==> config.mk <==
export PLATFORM = sky130hd
export DESIGN_NAME = fp_unit_arbiter
export DESIGN_NICKNAME = d
export VERILOG_FILES = /design/src/rtl/fp_wire.sv /design/src/rtl/fp_unit_arbiter.sv
export SDC_FILE = /design/constraint.sdc
export NUM_CORES = 1
export LEC_CHECK = 0
export BUFFER_PORTS_ARGS = -buffer_cell sky130_fd_sc_hd__buf_2
export CAP_MARGIN = 10
export CORE_AREA = 2 2 186 188
export CTS_BUF_LIST = sky130_fd_sc_hd__clkbuf_8
export CTS_CLUSTER_DIAMETER = 200
export DETAILED_ROUTE_END_ITERATION = 8
export DIE_AREA = 0 0 188 190
export PLACE_DENSITY_LB_ADDON = 0.1
export SYNTH_ARGS = -nofsm -noshare
export SYNTH_HDL_FRONTEND = slang
export SYNTH_SLANG_ARGS = --single-unit
==> constraint.sdc <==
create_clock -name clock -period 3.1 [get_ports clock]
set_input_delay 0.465 -clock clock [delete_from_list [all_inputs] [get_ports clock]]
set_output_delay 0.465 -clock clock [all_outputs]
set_load 0.02 [all_outputs]
==> src/rtl/fp_wire.sv <==
// Shared fp_unit operation encoding: one-hot operation select used on the execute interface.
package fp_wire;

    typedef struct packed {
        logic fmadd;
        logic fmsub;
        logic fnmadd;
        logic fnmsub;
        logic fadd;
        logic fsub;
        logic fmul;
        logic fdiv;
        logic fsqrt;
        logic fsgnj;
        logic fcmp;
        logic fmax;
        logic fclass;
        logic fcvt_f2i;
        logic fcvt_i2f;
        logic fmv_f2i;
        logic fmv_i2f;
    } fp_operation_type;

    localparam fp_operation_type init_fp_operation = '0;

endpackage

==> src/rtl/fp_unit_arbiter.sv <==
// Two-port round-robin issue scheduler for the shared fp_unit; routes each fpu_ready
// back to the issuing port through an in-order tag FIFO and keeps fdiv/fsqrt isolated.
module fp_unit_arbiter
    import fp_wire::*;
#(
    parameter int DEPTH = 4
) (
    input  logic             clock,
    input  logic             reset,
    input  logic             req0_valid,
    output logic             req0_ready,
    input  logic [31:0]      req0_data1,
    input  logic [31:0]      req0_data2,
    input  logic [31:0]      req0_data3,
    input  logic [1:0]       req0_fmt,
    input  logic [2:0]       req0_rm,
    input  fp_operation_type req0_op,
    input  logic             req1_valid,
    output logic             req1_ready,
    input  logic [31:0]      req1_data1,
    input  logic [31:0]      req1_data2,
    input  logic [31:0]      req1_data3,
    input  logic [1:0]       req1_fmt,
    input  logic [2:0]       req1_rm,
    input  fp_operation_type req1_op,
    output logic [31:0]      fpu_data1,
    output logic [31:0]      fpu_data2,
    output logic [31:0]      fpu_data3,
    output logic [1:0]       fpu_fmt,
    output logic [2:0]       fpu_rm,
    output fp_operation_type fpu_op,
    output logic             fpu_enable,
    input  logic [31:0]      fpu_result,
    input  logic [4:0]       fpu_flags,
    input  logic             fpu_ready,
    output logic             rsp0_valid,
    output logic [31:0]      rsp0_result,
    output logic [4:0]       rsp0_flags,
    output logic             rsp1_valid,
    output logic [31:0]      rsp1_result,
    output logic [4:0]       rsp1_flags,
    output logic             err
);

    localparam int PW = $clog2(DEPTH);
    localparam int CW = $clog2(DEPTH + 1);
    localparam logic [CW-1:0] FULL = CW'(DEPTH);

    typedef enum logic [1:0] {IDLE, PIPE, DRAIN, ITER} state_t;

    state_t           r_state, w_state_nxt;
    logic [CW-1:0]    r_cnt, w_cnt_nxt;
    logic [PW-1:0]    r_wr, r_rd;
    logic             r_fifo [DEPTH];
    logic             r_prio;
    logic             r_err;
    logic             r_en;
    fp_operation_type r_op;
    logic [31:0]      r_data1, r_data2, r_data3;
    logic [1:0]       r_fmt;
    logic [2:0]       r_rm;

    logic w_iter0, w_iter1, w_pick0, w_pick1, w_open;
    logic w_cand, w_cand_vld, w_cand_iter;
    logic w_pop, w_head;
    logic w_rdy0, w_rdy1, w_gnt0, w_gnt1, w_issue;

    assign w_iter0     = req0_op.fdiv | req0_op.fsqrt;
    assign w_iter1     = req1_op.fdiv | req1_op.fsqrt;
    // A port's ready depends only on the other port's valid, never its own.
    assign w_pick0     = ~r_prio | ~req1_valid;
    assign w_pick1     = r_prio | ~req0_valid;
    assign w_open      = reset & (r_cnt < FULL);
    assign w_cand      = req1_valid & (~req0_valid | r_prio);
    assign w_cand_vld  = req0_valid | req1_valid;
    assign w_cand_iter = w_cand ? w_iter1 : w_iter0;
    assign w_pop       = reset & fpu_ready & (r_cnt != '0);
    assign w_head      = r_fifo[r_rd];

    always_comb begin
        w_state_nxt = r_state;
        w_rdy0      = 1'b0;
        w_rdy1      = 1'b0;
        case (r_state)
            IDLE: begin
                w_rdy0 = w_open & w_pick0;
                w_rdy1 = w_open & w_pick1;
            end
            PIPE: begin
                w_rdy0 = w_open & w_pick0 & ~w_iter0;
                w_rdy1 = w_open & w_pick1 & ~w_iter1;
            end
            default: ;
        endcase
        w_gnt0    = req0_valid & w_rdy0;
        w_gnt1    = req1_valid & w_rdy1;
        w_issue   = w_gnt0 | w_gnt1;
        w_cnt_nxt = r_cnt + CW'(w_issue) - CW'(w_pop);
        case (r_state)
            IDLE: begin
                if (w_issue)
                    w_state_nxt = (w_gnt1 ? w_iter1 : w_iter0) ? ITER : PIPE;
            end
            PIPE: begin
                if (!w_issue && w_cnt_nxt == '0)
                    w_state_nxt = IDLE;
                else if (w_cand_vld && w_cand_iter)
                    w_state_nxt = DRAIN;
            end
            DRAIN: begin
                if (w_cnt_nxt == '0)
                    w_state_nxt = IDLE;
            end
            ITER: begin
                if (w_pop)
                    w_state_nxt = IDLE;
            end
            default: w_state_nxt = IDLE;
        endcase
    end

    always_ff @(posedge clock) begin
        if (!reset) begin
            r_state <= IDLE;
            r_cnt   <= '0;
            r_wr    <= '0;
            r_rd    <= '0;
            r_prio  <= 1'b0;
            r_err   <= 1'b0;
            r_en    <= 1'b0;
            r_op    <= init_fp_operation;
            r_data1 <= '0;
            r_data2 <= '0;
            r_data3 <= '0;
            r_fmt   <= '0;
            r_rm    <= '0;
        end else begin
            r_state <= w_state_nxt;
            r_cnt   <= w_cnt_nxt;
            r_err   <= r_err | (fpu_ready & (r_cnt == '0));
            r_en    <= w_issue;
            r_op    <= w_issue ? (w_gnt1 ? req1_op : req0_op) : init_fp_operation;
            if (w_gnt0)
                r_prio <= 1'b1;
            else if (w_gnt1)
                r_prio <= 1'b0;
            if (w_issue) begin
                r_fifo[r_wr] <= w_gnt1;
                r_wr    <= r_wr + PW'(1);
                r_data1 <= w_gnt1 ? req1_data1 : req0_data1;
                r_data2 <= w_gnt1 ? req1_data2 : req0_data2;
                r_data3 <= w_gnt1 ? req1_data3 : req0_data3;
                r_fmt   <= w_gnt1 ? req1_fmt : req0_fmt;
                r_rm    <= w_gnt1 ? req1_rm : req0_rm;
            end
            if (w_pop)
                r_rd <= r_rd + PW'(1);
        end
    end

    assign req0_ready  = w_rdy0;
    assign req1_ready  = w_rdy1;
    assign fpu_data1   = r_data1;
    assign fpu_data2   = r_data2;
    assign fpu_data3   = r_data3;
    assign fpu_fmt     = r_fmt;
    assign fpu_rm      = r_rm;
    assign fpu_op      = r_op;
    assign fpu_enable  = r_en;
    assign err         = r_err;

    // Responses are steered combinationally by the FIFO head tag.
    assign rsp0_valid  = w_pop & ~w_head;
    assign rsp1_valid  = w_pop & w_head;
    assign rsp0_result = rsp0_valid ? fpu_result : '0;
    assign rsp0_flags  = rsp0_valid ? fpu_flags : '0;
    assign rsp1_result = rsp1_valid ? fpu_result : '0;
    assign rsp1_flags  = rsp1_valid ? fpu_flags : '0;

endmodule

==> impl_metrics.toml <==
[run_status]
outcome = "complete, no violations"

[final_layout]
drive_gt1_frac = 0.436
ff_latch_area_um2 = 2760
multiInputGateArea_um2 = 3490
areaGrowthSynthToFinish_pct = 50.6
fillCellCount = 3785
fin_nets = 1548

[floorplan]
initial_core_util = 0.195
dieArea_um2 = 35700
ios = 476
core_um2 = 33900
die_w_um = 188
rows = 68
fp.dieH_um = 190

[logic_synthesis]
yosys-top-cells-count = "238 x nand2_1, 132 x dfxtp_1, 104 x nor3_1"
netlist_area_um2 = 6610
synth_area_per_cell_um2 = 7.95
synth_nets = 1116
synthXorXnorAreaFrac = 0.00606
synthAdderAreaFrac = 0.0144
async_flop_share = 0
ys_ff_latch = 136
yosysTopAreaCell = "dfxtp_1"
ys_warn_count = 0
synthSimpleGateAreaFrac = 0.317
synth_edf_count = 4
syn_inst = 831
ys_seq_area_frac = 0.418
synth_compound_area_frac = 0.178
muxShareOfSynthArea = 0.00341
netlist-cell-type-count = 45
yosys-top-cells-area = "dfxtp_1 40%, nand2_1 14%, a311oi_1 12%, nor3_1 7.9%, and2_1 4.1%"
synth_top_family_by_area = "simple AND/OR/NAND/NOR gates"
netlist.area_leader.share = 0.400
yosysMostFrequentCell = "nand2_1"
synth_flop_cell = "dfxtp_1"

[power_and_ir_drop]
clkPwrFrac = 0.233
p_int_uw = 4340
ir_drop_v = 0.000361
cellPowerDensity_nw_per_um2 = 745
combPwrFrac = 0.444
p_switching_uw = 3070
switching_share = 0.414
seq_power_share = 0.323
p_leak_uw = 0.00492

[sta]
layout_min_cycle_time_ps = 2780
clock-skew-final_ps = 11.2
tightest_slew_ps = 918
tns_ps = 0
final_max_slew_viol_count = 0
finalSetupViolCount = 0
fin_crit_sh = 0.898
setup_slack_ps = 317
maxSlewHeadroom = 0.388
fmax_mhz = 359
finalHoldViolCount = 0
rsz0062_at_grt = "no"

[hold_path]
hold-path-cell-count = 3
min-delay-start = "req1_op[6]"
hold_path.class = "in2reg"
hold_end = "fpu_op[6]"

[cts]
cts_resized = 0
cts_buffer_depth = 2
cts_hold_buf = 0
cts.sinks = 136
htree_levels = 4
clkTransAtPathRegs_ps = 90
post_cts_buffers = 0
cts_tree = "done"
clock_latency_ps = 460
cts-root-buf = "clkbuf_8"
numCtsBuffers = 17

[global_routing]
antenna_found_initial = 8
grt_pass1_vias = 7451
grt_max_degree = 107
grt_usage = 0.169
grt_pass1_wl_um = 46200
overflow = 0

[critical_path]
worst-path-max-fanout = 5
reg2reg_to = "r_state[1]"
crit_path_start_kind = "flop"
arrival_ps = 3130
reg2reg_slack_ps = 320
crit_type = "reg2reg"
timing.rr.start = "r_prio"
crit_path_end_kind = "flop"
r2r_cells = 13
crit_required_ps = 3450

[drt]
viasPerCell = 4.48
drcViolationCount = 0
drt-initial-drc-count = 420
dr.pass1.iters = 4
detail_route.wl_per_cell_um = 18.1
num_vias = 7774
drtAntennaViolNets = 0
routed_wl_um = 31400

[placed_design]
pre_cts_ws_ps = 44.0
dp_hpwl_um = 22200
portBuffers = 475
gp_congestion = 0.763

[run]
maxCapViolCount = 0
power by group through the flow:
stage,registers (uW),logic [uW],clock network [uW]
after floorplan,2880,1730,0
after global placement,2430,3360,0
after detailed placement,2430,3350,0
after CTS,2400,3360,1800
after global routing,2460,3590,1870
final,2400,3290,1730
per-stage QoR:
stage               utilization  hold slack (ps)  instance area [um^2]  power [uW]  instances
floorplan                     -              485                  6680        4600        831
global route              0.293              208                  9940        7910       1733
detailed placement        0.279              500                  9490        5780       1699
finish                    0.293              244                  9950        7410       1736
global placement          0.279              501                  9490        5800       1699
CTS                       0.293              191                  9940        7550       1731
logic make-up after synthesis:
family / after synthesis
buf+inv: 96
simple gates: 452
xor+xnor: 3
mux: 1
flops: 136
compound gates: 136
fa+ha+maj: 7
layout by cell type, fill, tap and decap left out, types with 3 or more instances in the layout:
master	count
buf_2	475
nand2_1	238
dfxtp_1	132
nor3_1	104
a311oi_1	89
and2_1	43
and3_1	39
clkbuf_8	20
a21oi_1	19
buf_4	19
a311oi_2	12
nor2_1	9
inv_1	7
diode_2	5
buf_12	5
ha_1	4
bufinv_16	4
edfxtp_1	4
nor3b_2	3
o21ai_0	3
inv_4	3
nand3_1	3
final cells by class:
| cell class | count | share of cell area |
|---|---|---|
| Multi-Input combinational cell | 599 | 0.351 |
| Sequential cell | 136 | 0.278 |
| Timing Repair Buffer | 499 | 0.263 |
| Tap cell | 455 | 0.0572 |
| Clock buffer | 20 | 0.0277 |
| Clock inverter | 12 | 0.0174 |
| Inverter | 10 | 0.00478 |
| Antenna cell | 5 | 0.00126 |
worst max-delay path, cell delays in order (launching register included):
cell and delay [ps]:
dfxtp_1 430, a211oi_2 120, o221a_4 260, or2_4 260, inv_6 60, ha_4 180, inv_2 60, ha_4 120
inv_2 30, fa_1 560, nor3b_2 180, o311ai_1 120, o22a_1 180, o2111a_1 130
worst max-delay path by stage:
| stage | start | cells past startpoint | slack, ps | endpoint |
|---|---|---|---|---|
| final | r_prio | 13 | 320 | r_state[1] |
| after global routing | r_cnt[2] | 12 | 170 | r_state[1] |
| after detailed placement | req1_op[8] | 14 | 40 | r_state[1] |
| after CTS | r_prio | 13 | 300 | r_state[1] |
| after global placement | req1_op[8] | 14 | 60 | r_state[1] |
| after floorplan | req1_valid | 16 | 9 | r_state[1] |
layer usage:
layer,vias up,track usage,share of wire
met5,-,0,0.00076
met4,4,0.0427,0.0077
met3,16,0.0555,0.083
met2,344,0.304,0.51
met1,3592,0.193,0.39
li1,3818,-,-
sequential cells by signal, indices dropped and copies added, names as in the netlist, named ones only:
register	cells
r_wr	2
fpu_data3	32
fpu_rm	3
fpu_op	17
err	1
fpu_fmt	2
r_cnt	3
r_fifo	4
r_state	2
r_prio	1
fpu_data1	32
fpu_data2	32
r_rd	2
fpu_enable	1
Power figures use the tool's default switching activity.
